<file path="src/rtl/serial_divider.sv">
// Bit-serial restoring divider: serial N-bit dividend (MSB first) divided by
// a 4-bit parallel divisor; serial quotient (MSB first) and parallel remainder.
//
// Ports:
//   clk, rst          clock; synchronous active-low reset
//   start, d          frame start request and divisor (sampled in IDLE)
//   din, din_valid    serial dividend bit and qualifier (accepted in RUN)
//   qout, qout_valid  serial quotient bit and qualifier
//   rem               remainder, valid from done until next done
//   done              one-cycle frame-complete pulse
//   busy              high while a frame is in RUN
//   dz                divide-by-zero flag, sticky until a good start
//   abort             present only when SERIAL_DIV_ABORT_EN is defined
//
// Optional feature macro: SERIAL_DIV_ABORT_EN adds the abort input.

module serial_divider #(
    parameter int N = 8
) (
    input  logic       clk,
    input  logic       rst,
    input  logic       start,
    input  logic [3:0] d,
    input  logic       din,
    input  logic       din_valid,
`ifdef SERIAL_DIV_ABORT_EN
    input  logic       abort,
`endif
    output logic       qout,
    output logic       qout_valid,
    output logic [3:0] rem,
    output logic       done,
    output logic       busy,
    output logic       dz
);

    localparam int CW = $clog2(N);
    localparam logic [CW-1:0] LAST = CW'(N - 1);

    typedef enum logic {
        IDLE,
        RUN
    } state_t;

    state_t          state;
    logic [3:0]      dreg;
    logic [3:0]      r;
    logic [CW-1:0]   cnt;

    logic [4:0]      t;
    logic [4:0]      diff;
    logic            ge;
    logic [3:0]      r_next;

    // r < dreg guarantees t <= 30 and the difference fits in 4 bits.
    always_comb begin
        t      = {r, din};
        ge     = (t >= {1'b0, dreg});
        diff   = t - {1'b0, dreg};
        r_next = ge ? diff[3:0] : t[3:0];
    end

    always_ff @(posedge clk) begin
        if (!rst) begin
            state      <= IDLE;
            dreg       <= '0;
            r          <= '0;
            cnt        <= '0;
            qout       <= 1'b0;
            qout_valid <= 1'b0;
            rem        <= '0;
            done       <= 1'b0;
            busy       <= 1'b0;
            dz         <= 1'b0;
        end else begin
            done <= 1'b0;
            unique case (state)
                IDLE: begin
                    qout_valid <= 1'b0;
                    if (start) begin
                        if (d != 4'd0) begin
                            dreg  <= d;
                            r     <= '0;
                            cnt   <= '0;
                            dz    <= 1'b0;
                            busy  <= 1'b1;
                            state <= RUN;
                        end else begin
                            // Zero divisor: flag and finish without a frame.
                            dz   <= 1'b1;
                            done <= 1'b1;
                        end
                    end
                end
                RUN: begin
`ifdef SERIAL_DIV_ABORT_EN
                    if (abort) begin
                        r          <= '0;
                        cnt        <= '0;
                        qout_valid <= 1'b0;
                        busy       <= 1'b0;
                        state      <= IDLE;
                    end else
`endif
                    if (din_valid) begin
                        qout       <= ge;
                        r          <= r_next;
                        qout_valid <= 1'b1;
                        cnt        <= cnt + 1'b1;
                        if (cnt == LAST) begin
                            done  <= 1'b1;
                            rem   <= r_next;
                            busy  <= 1'b0;
                            state <= IDLE;
                        end
                    end else begin
                        // Stall: qout, r and cnt hold.
                        qout_valid <= 1'b0;
                    end
                end
                default: state <= IDLE;
            endcase
        end
    end

endmodule

</file>
<file path="config.mk">
export PLATFORM = sky130hd
export DESIGN_NAME = serial_divider
export DESIGN_NICKNAME = d
export VERILOG_FILES = /design/src/rtl/serial_divider.sv
export SDC_FILE = /design/constraint.sdc
export NUM_CORES = 1
export LEC_CHECK = 0
export CORE_ASPECT_RATIO = 0.8
export CORE_MARGIN = 2
export CORE_UTILIZATION = 37
export CTS_CLUSTER_SIZE = 10
export DETAILED_ROUTE_END_ITERATION = 10
export PLACE_DENSITY = 0.66
export SLEW_MARGIN = 5
export SYNTH_ARGS = -nofsm -noshare
export SYNTH_HDL_FRONTEND = slang
export SYNTH_SLANG_ARGS = --single-unit
</file>
<file path="constraint.sdc">
create_clock -name clk -period 2.01 [get_ports clk]
set_input_delay 0.5025 -clock clk [delete_from_list [all_inputs] [get_ports clk]]
set_output_delay 0.5025 -clock clk [all_outputs]
set_load 0.01 [all_outputs]
</file>
==> Word level (Yosys, flattened, before mapping) <==
Index checks and enable logic that the tools add are counted.
{ "totals": {"ff_bits": 21, "in_bits": 9, "word_cells": 52} }
{ "classes": {"addsub": 2, "magnitude_cmp": 1, "n_eq_ne": 5, "n_mux": 26, "n_bitwise": 1, "n_reduce_logical": 7} }
{ "ops": {"columns": ["operator", "count"], "rows": [
  ["$mux W4", 4],
  ["$mux W1", 13],
  ["$mux W3", 3],
  ["$reduce_and A3 Y1", 3],
  ["$pmux W1 S2", 4],
  ["$pmux W4 S2", 1],
  ["$ne A2 B2 Y1 const B", 3],
  ["$pmux W3 S2", 1],
  ["$ge A5 B4 Y1", 1],
  ["$reduce_and A2 Y1", 2],
  ["$reduce_and A4 Y1", 1],
  ["$reduce_bool A4 Y1", 1],
  ["$sub A4 B4 Y4", 1],
  ["$add A3 B1 Y3 const B", 1],
  ["$eq A3 B3 Y1 const B", 1],
  ["$ne A2 B1 Y1 const B", 1],
  ["$not A1 Y1", 1]
]} }

==> Logic depth before layout (Yosys ltp) <==
Gate-level depths: netlist of the first run.
{ "logic_depth": {"word_depth": 4, "ltp_mapped": 7, "ltp_nobuf": 7} }

==> Worst setup path before layout of the first run <==
No wires, ideal clock.
{ "synth_path": {"path_kind": "input port to flip-flop", "start": "input port din", "end": "register rem[0]", "setup_ps": 66, "t_arrival_ps": 1939, "setup_slack_ps": 5, "cell_stages": 7, "path_cell_list": "inv_1 > ha_1 > nand2b_2 > a2111oi_4 > nor2_2 > mux2_4 > a21oi_2"} }
{ "synth_between": {"elab_chain_len": 2} }
{ "synth_lines": {"columns": ["item", "line_no", "rtl"], "rows": [
  ["start, declared", "24", "input logic din,"],
  ["$sub A4 B4 Y4 / $ge A5 B4 Y1 (equally long branches)", "59, 58", null],
  ["$mux W4 (*)", "60", "r_next = ge ? diff[3:0] : t[3:0];"],
  ["end signal, assigned", "112", "rem <= r_next;"],
  ["end, declared", "31", "output logic [3:0] rem,"]
]} }
Every way passes the cells marked *; elsewhere a longest branch is shown, timed or not.
A chain may end at the register's enable or synchronous reset.

==> Final worst setup path of the first run <==
{ "layout_path": {"start": "register dreg[2]", "end": "register rem[0]"} }
{ "layout_between": {"elab_chain_len": 2} }
{ "layout_lines": {"columns": ["item", "line_no", "rtl"], "rows": [
  ["start, declared", "46", "logic [3:0] dreg;"],
  ["start signal, assigned", "66", "dreg <= '0;"],
  ["start signal, assigned", "82", "dreg <= d;"],
  ["$ge A5 B4 Y1", "58", "ge = (t >= {1'b0, dreg});"],
  ["$mux W4", "60", null]
]} }
No other way between the ends.

==> results.py, run 1 <==
metrics = {
    "status": {
        "run_status": "completed",
    },
    "sta": {
        "hold_violations": 0,
        "final_min_period_over_clock_period_pct": 92.7,
        "timing.hold.ws_ns": 0.469,
        "final_max_slew_viol_count": 0,
        "setup_viol_count_final": 0,
        "slew_at_the_pin_closest_to_its_max_slew_limit_ns": 0.439,
        "fin_setup_tns_ns": 0,
        "timing.fmax_ghz": 0.536,
        "worst_clock_skew_ns": 0.00302,
        "rsz_0062_raised_after_global_routing": "no",
        "min_period_ns": 1.86,
        "timing.max_slew.rel_slack_pct": 70.7,
    },
    "logic_synthesis": {
        "synth_ff_type": "sky130_fd_sc_hd__dfxtp_1",
        "synthesis_stage_register_bit_count": 21,
        "synthesis.area_per_instance_sq_um": 9.03,
        "synth_top_area_share_pct": 42.3,
        "synth_common_cells": "sky130_fd_sc_hd__dfxtp_1, sky130_fd_sc_hd__a21oi_1, sky130_fd_sc_hd__nand2_1",
        "synth-edff-count": 0,
        "synthesis.nets": 126,
        "synthesis.instances": 110,
        "number_of_different_library_cells_in_the_post_synthesis_netlist": 33,
        "cell_area_after_synthesis_sq_um": 993,
        "ys_seq_area_share_pct": 42.3,
        "yosys_warnings": 0,
        "post-synth-top-count-cell": "sky130_fd_sc_hd__dfxtp_1",
        "synth.top_cells.by_area": "sky130_fd_sc_hd__dfxtp_1, sky130_fd_sc_hd__ha_1, sky130_fd_sc_hd__a21oi_1, sky130_fd_sc_hd__nand2_1, sky130_fd_sc_hd__inv_1",
        "netlist.top_cell.by_area": "sky130_fd_sc_hd__dfxtp_1",
        "ys_async_sr_fraction_pct": 0,
    },
    "cells_and_area": {
        "drive_above_1_share_pct": 15.4,
        "layout-area-overhead-vs-synth_pct": 30.7,
        "insertedDiodeCount": 0,
        "net_count_reported_at_finish": 153,
    },
    "clock_network": {
        "ctsResizeCount": 4,
        "postCtsSetupBuffers": 0,
        "cts-hold-fix-buffers": 0,
        "cts_buffers": 3,
        "clock_pin_slew_on_the_worst_setup_and_hold_paths_ns": 0.11,
        "clock_insertion_delay_worst_skew_ns": 0.30,
        "htree_levels": 1,
        "clock-sinks": 21,
        "tritoncts_clock_tree": "yes",
        "clockBufferDepth": 2,
        "clock-root-buffer": "sky130_fd_sc_hd__clkbuf_4",
    },
    "floorplanning": {
        "floorplan.initialDensity_pct": 39.7,
        "core-area_sq_mm": 0.00250,
        "die_h_um": 50.3,
        "rows": 16,
        "die-area_sq_mm": 0.00312,
        "ioPinCount": 18,
        "die_w_um": 61.9,
    },
    "worst_setup_path": {
        "crit_path_end_kind": "register",
        "timing.setup.critical_path_class": "register to register",
        "cp.required_ns": 2.26,
        "cp-startpoint": "dreg[2]$_SDFFE_PN0P_",
        "critical_path.reg2reg.startpoint": "dreg[2]$_SDFFE_PN0P_",
        "worst_r2r_path_depth": 7,
        "timing.critical_path.fanout_max": 5,
        "cp.arrival_ns": 2.11,
        "critPathLaunchType": "register",
    },
    "route": {
        "avgRoutedWirePerCell_um": 12.6,
        "drt_pass1_iterations": 4,
        "post-route-drc-count": 0,
        "final_antenna_net_count": 0,
        "wl_mm": 2.16,
        "detailroute.via_count": 871,
        "drt_iter0_markers": 36,
        "post_drt_via_cell_ratio": 5.06,
    },
    "power_and_ir_drop": {
        "power_density_mw_per_mm2": 637,
        "ir_worst_vdd_mv": 0.433,
        "p_leak_nw": 0.504,
    },
    "global_route": {
        "grt_pass1_vias": 824,
        "grt-busiest-layer": "met2",
        "grt_util_met1_pct": 22.2,
        "gr-usage-met3_pct": 4.90,
        "grt_pass1_wl_mm": 3.68,
        "maximum_number_of_pins_on_one_net_before_global_route_repair": 15,
        "grt-ovfl-total": 0,
        "antenna_violations_before_repair": 0,
        "grt_met2_usage_pct": 23.9,
        "groute.usage.overall_pct": 15.8,
    },
    "placed_design": {
        "io_buffer_count": 17,
        "dp.final_hpwl_mm": 1.63,
        "gp_congestion": 0.863,
    },
    "min_path": {
        "hold_path.startpoint": "busy$_SDFFE_PN0P_",
        "hold_depth": 2,
        "hold_path_class": "register to register",
    },
    "flow_run": {
        "maxCapViolCount": 0,
    },
}
[placed cells by master, fill, tap and decap left out, types with 3 or more instances in the layout]
| master | count |
|---|---|
| sky130_fd_sc_hd__buf_4 | 8 |
| sky130_fd_sc_hd__clkdlybuf4s50_1 | 16 |
| sky130_fd_sc_hd__nand2b_1 | 3 |
| sky130_fd_sc_hd__nand3_1 | 7 |
| sky130_fd_sc_hd__a21oi_1 | 12 |
| sky130_fd_sc_hd__nand2_1 | 11 |
| sky130_fd_sc_hd__nor2_1 | 5 |
| sky130_fd_sc_hd__inv_1 | 9 |
| sky130_fd_sc_hd__a22oi_1 | 4 |
| sky130_fd_sc_hd__ha_1 | 5 |
| sky130_fd_sc_hd__dfxtp_1 | 21 |
| sky130_fd_sc_hd__clkbuf_4 | 3 |
| sky130_fd_sc_hd__o21ai_0 | 4 |
[logic make-up after synthesis]
family	after synthesis	synth area share [%]
buffers and inverters	13	5.04
XOR/XNOR	1	0.882
AND/OR/NAND/NOR	34	17.0
flip-flops	21	42.3
adder cells (fa/ha/maj)	7	9.57
AO/OA/AOI/OAI	31	21.7
multiplexers	3	3.53
[flip-flops by register name, indices dropped and copies added, names as in the netlist, 3 cells and up]
signal / cells
r: 4
cnt: 3
rem: 4
dreg: 4
[worst max-delay path: stages, from the launching register on]
cell	delay (ns)
sky130_fd_sc_hd__dfxtp_1	0.36
sky130_fd_sc_hd__inv_1	0.05
sky130_fd_sc_hd__ha_1	0.35
sky130_fd_sc_hd__or2_2	0.29
sky130_fd_sc_hd__a21oi_1	0.20
sky130_fd_sc_hd__nor2_2	0.10
sky130_fd_sc_hd__mux2_4	0.33
sky130_fd_sc_hd__a21oi_2	0.12
[power by group]
group          internal [mW]  switching, mW  leakage [nW]
clock                 0.0774          0.124        0.0150
combinational         0.0943         0.0883         0.318
sequential             0.432         0.0121         0.171
[path summary, 6_finish.rpt]
path | to | slack (ns)
min reg2reg | busy$_SDFFE_PN0P_ | 0.47
min | busy$_SDFFE_PN0P_ | 0.47
max | rem[0]$_SDFFE_PN0P_ | 0.15
max reg2reg | rem[0]$_SDFFE_PN0P_ | 0.15
[metal layers]
| metal | vias to the layer above | wire length (um) |
|---|---|---|
| met5 | - | 0 |
| met4 | 0 | 14 |
| met3 | 2 | 103 |
| met2 | 21 | 1010 |
| met1 | 408 | 1030 |
| li1 | 440 | - |
[cell type report]
cell class                      instances  area [sq um]
Fill cell                             252          1200
Timing Repair Buffer                   25           229
Sequential cell                        21           420
Inverter                               10          37.5
Multi-Input combinational cell         76           541
Tap cell                               36          45.0
Clock buffer                            4          26.3
[per-stage QoR]
| step | total power [mW] | instances | util (%) | setup WS (ns) | cell area [sq um] |
|---|---|---|---|---|---|
| 2_1_floorplan | 0.564 | 110 | - | 0.00472 | 993 |
| 3_3_place_gp | 0.623 | 168 | 50.2 | -0.477 | 1260 |
| 3_5_place_dp | 0.629 | 168 | 50.2 | -0.511 | 1260 |
| 4_1_cts | 0.831 | 172 | 51.9 | 0.155 | 1300 |
| 5_1_grt | 0.874 | 172 | 51.9 | 0.0125 | 1300 |
| 6_report | 0.828 | 172 | 51.9 | 0.146 | 1300 |
No activity file was read; power rests on OpenSTA's default activity.
==> run 2, diff against run 1 <==
--- a/config.mk
+++ b/config.mk
@@ -8,6 +8,7 @@
 export CORE_ASPECT_RATIO = 0.8
 export CORE_MARGIN = 2
 export CORE_UTILIZATION = 37
+export CTS_CLUSTER_DIAMETER = 40
 export CTS_CLUSTER_SIZE = 10
 export DETAILED_ROUTE_END_ITERATION = 10
 export PLACE_DENSITY = 0.66
==> results of run 2 <==
The final DEF is identical to that of run 1; final timing and power are the same.
==> run 3, diff against run 2 <==
--- a/config.mk
+++ b/config.mk
@@ -11,7 +11,8 @@
 export CTS_CLUSTER_DIAMETER = 40
 export CTS_CLUSTER_SIZE = 10
 export DETAILED_ROUTE_END_ITERATION = 10
-export PLACE_DENSITY = 0.66
+export PLACE_DENSITY = 0.64
+export SETUP_SLACK_MARGIN = 0.02
 export SLEW_MARGIN = 5
 export SYNTH_ARGS = -nofsm -noshare
 export SYNTH_HDL_FRONTEND = slang
==> constraint.sdc (replaced) <==
create_clock -name clk -period 1.9 [get_ports clk]
set_input_delay 0.475 -clock clk [delete_from_list [all_inputs] [get_ports clk]]
set_output_delay 0.475 -clock clk [all_outputs]
set_load 0.01 [all_outputs]
==> run 3 against run 2 <==
Compared with the run above: setup slack worse by 0.016 ns; hold slack worse by 0.0027 ns; power is 8.3% higher; register-to-register slack hardly changed; critical path depth is 1 higher; flip-flop and latch count stayed put; clock power is 4% higher; non-clock buffer count is 5 higher; clock skew is 0.0011 ns higher; largest cell class unchanged.
==> results.py, run 3 (synthesis gave the netlist of run 1 again) <==
metrics = {
    "route": {
        "post_drt_via_cell_ratio": 4.92,
        "drt_iter0_markers": 17,
        "drt_pass1_iterations": 3,
        "avgRoutedWirePerCell_um": 12.1,
        "detailroute.via_count": 870,
        "post-route-drc-count": 0,
        "wl_mm": 2.15,
        "final_antenna_net_count": 0,
    },
    "worst_setup_path": {
        "timing.critical_path.fanout_max": 4,
        "cp.required_ns": 2.15,
        "critPathLaunchType": "primary input",
        "timing.setup.critical_path_class": "primary input to register",
        "crit_path_end_kind": "register",
        "worst-r2r-setup-slack_ns": 0.15,
        "cp.arrival_ns": 2.02,
    },
    "floorplanning": {
        "core-area_sq_mm": 0.00250,
        "die_w_um": 61.9,
        "floorplan.initialDensity_pct": 39.7,
        "ioPinCount": 18,
        "die_h_um": 50.3,
        "die-area_sq_mm": 0.00312,
        "rows": 16,
    },
    "sta": {
        "final_worst_slack_ns": 0.130,
        "timing.fmax_ghz": 0.565,
        "final_max_slew_viol_count": 0,
        "min_period_ns": 1.77,
        "final_min_period_over_clock_period_pct": 93.1,
        "hold_violations": 0,
        "slew_at_the_pin_closest_to_its_max_slew_limit_ns": 0.431,
        "setup_viol_count_final": 0,
        "worst_clock_skew_ns": 0.00416,
        "timing.max_slew.rel_slack_pct": 71.2,
        "rsz_0062_raised_after_global_routing": "no",
    },
    "global_route": {
        "groute.usage.overall_pct": 15.8,
        "grt-ovfl-total": 0,
        "grt_pass1_wl_mm": 3.69,
        "antenna_violations_before_repair": 0,
        "grt_pass1_vias": 871,
        "maximum_number_of_pins_on_one_net_before_global_route_repair": 15,
    },
    "placed_design": {
        "io_buffer_count": 17,
        "gp_congestion": 0.766,
        "detailed_place.area_sq_mm": 0.00129,
        "dp.final_hpwl_mm": 1.71,
        "dp_worst_setup_slack_ns": -0.497,
    },
    "cells_and_area": {
        "layout-area-overhead-vs-synth_pct": 37.7,
        "fin_area_sq_mm": 0.00137,
        "drive_above_1_share_pct": 20.6,
        "insertedDiodeCount": 0,
        "utilization_pct": 54.7,
        "layout_commonest_cell": "sky130_fd_sc_hd__dfxtp_1",
        "reg.largest.list": "dreg (4), r (4), rem (4)",
        "fillers": 239,
        "net_count_reported_at_finish": 158,
        "most-common-layout-cells": "sky130_fd_sc_hd__dfxtp_1, sky130_fd_sc_hd__clkdlybuf4s50_1, sky130_fd_sc_hd__buf_4",
    },
    "clock_network": {
        "clock_pin_slew_on_the_worst_setup_and_hold_paths_ns": 0.11,
        "tritoncts_clock_tree": "yes",
        "clock-sinks": 21,
        "cts_buffers": 3,
        "clockBufferDepth": 2,
        "clock-root-buffer": "sky130_fd_sc_hd__clkbuf_4",
        "clock_insertion_delay_worst_skew_ns": 0.30,
        "htree_levels": 1,
    },
    "power_and_ir_drop": {
        "ir_worst_vdd_mv": 0.509,
        "p_leak_nw": 0.531,
        "power_density_mw_per_mm2": 656,
    },
    "flow_run": {
        "maxCapViolCount": 0,
    },
    "status": {
        "run_status": "completed",
    },
    "min_path": {
        "hold_path_class": "register to register",
    },
}
[run 3: worst paths after layout]
check / startpoint / endpoint / depth (start not counted)
max: din / rem[0]$_SDFFE_PN0P_ / 8
min: qout$_SDFFE_PN0P_ / qout$_SDFFE_PN0P_ / 2
max reg2reg: dreg[0]$_SDFFE_PN0P_ / rem[0]$_SDFFE_PN0P_ / 6
min reg2reg: qout$_SDFFE_PN0P_ / qout$_SDFFE_PN0P_ / 2
[run 3: repair_timing]
action | in CTS | in global routing
hold buffers | 0 | 0
pin swaps | 3 | 4
setup buffers | 0 | 1
endpoints found under the hold margin | 0 | 0
endpoints found under the setup margin | 8 | 7
resized for setup | 4 | 6
[run 3: per-layer routing]
metal / track usage [%] / wire length, um
met1: 21.0 / 1060
met5: 0 / 0
met3: 5.67 / 83
met2: 25.6 / 990
met4: 1.06 / 8
[run 3: layout make-up]
cell class,instances,area [sq um],share of cell area (%)
clock buffer,4,26.3,1.92
tap,36,45.0,3.29
inverter,10,37.5,2.74
sequential,21,422,30.8
timing repair buffer,30,268,19.6
multi-input combinational,76,569,41.6
[run 3: power by group]
group,internal [mW],switching (mW),total [mW]
clock network,0.0818,0.129,0.211
registers,0.457,0.0126,0.470
logic,0.114,0.102,0.216
[run 3: worst max-delay path: stages]
cell	delay, ns
sky130_fd_sc_hd__clkdlybuf4s15_1	0.17
sky130_fd_sc_hd__inv_2	0.07
sky130_fd_sc_hd__ha_4	0.19
sky130_fd_sc_hd__nand2b_4	0.14
sky130_fd_sc_hd__a2111oi_4	0.42
sky130_fd_sc_hd__nor2_4	0.09
sky130_fd_sc_hd__mux2_4	0.33
sky130_fd_sc_hd__a21oi_2	0.12
[run 3: per-stage QoR]
stage	total power [mW]	hold WS (ns)	cells	TNS, ns
finish	0.897	0.466	177	0
global route	0.948	0.500	177	0
CTS	0.892	0.471	176	0
detailed placement	0.677	0.455	172	-3.78
global placement	0.669	0.448	172	-3.48
floorplan	0.599	0.452	110	0
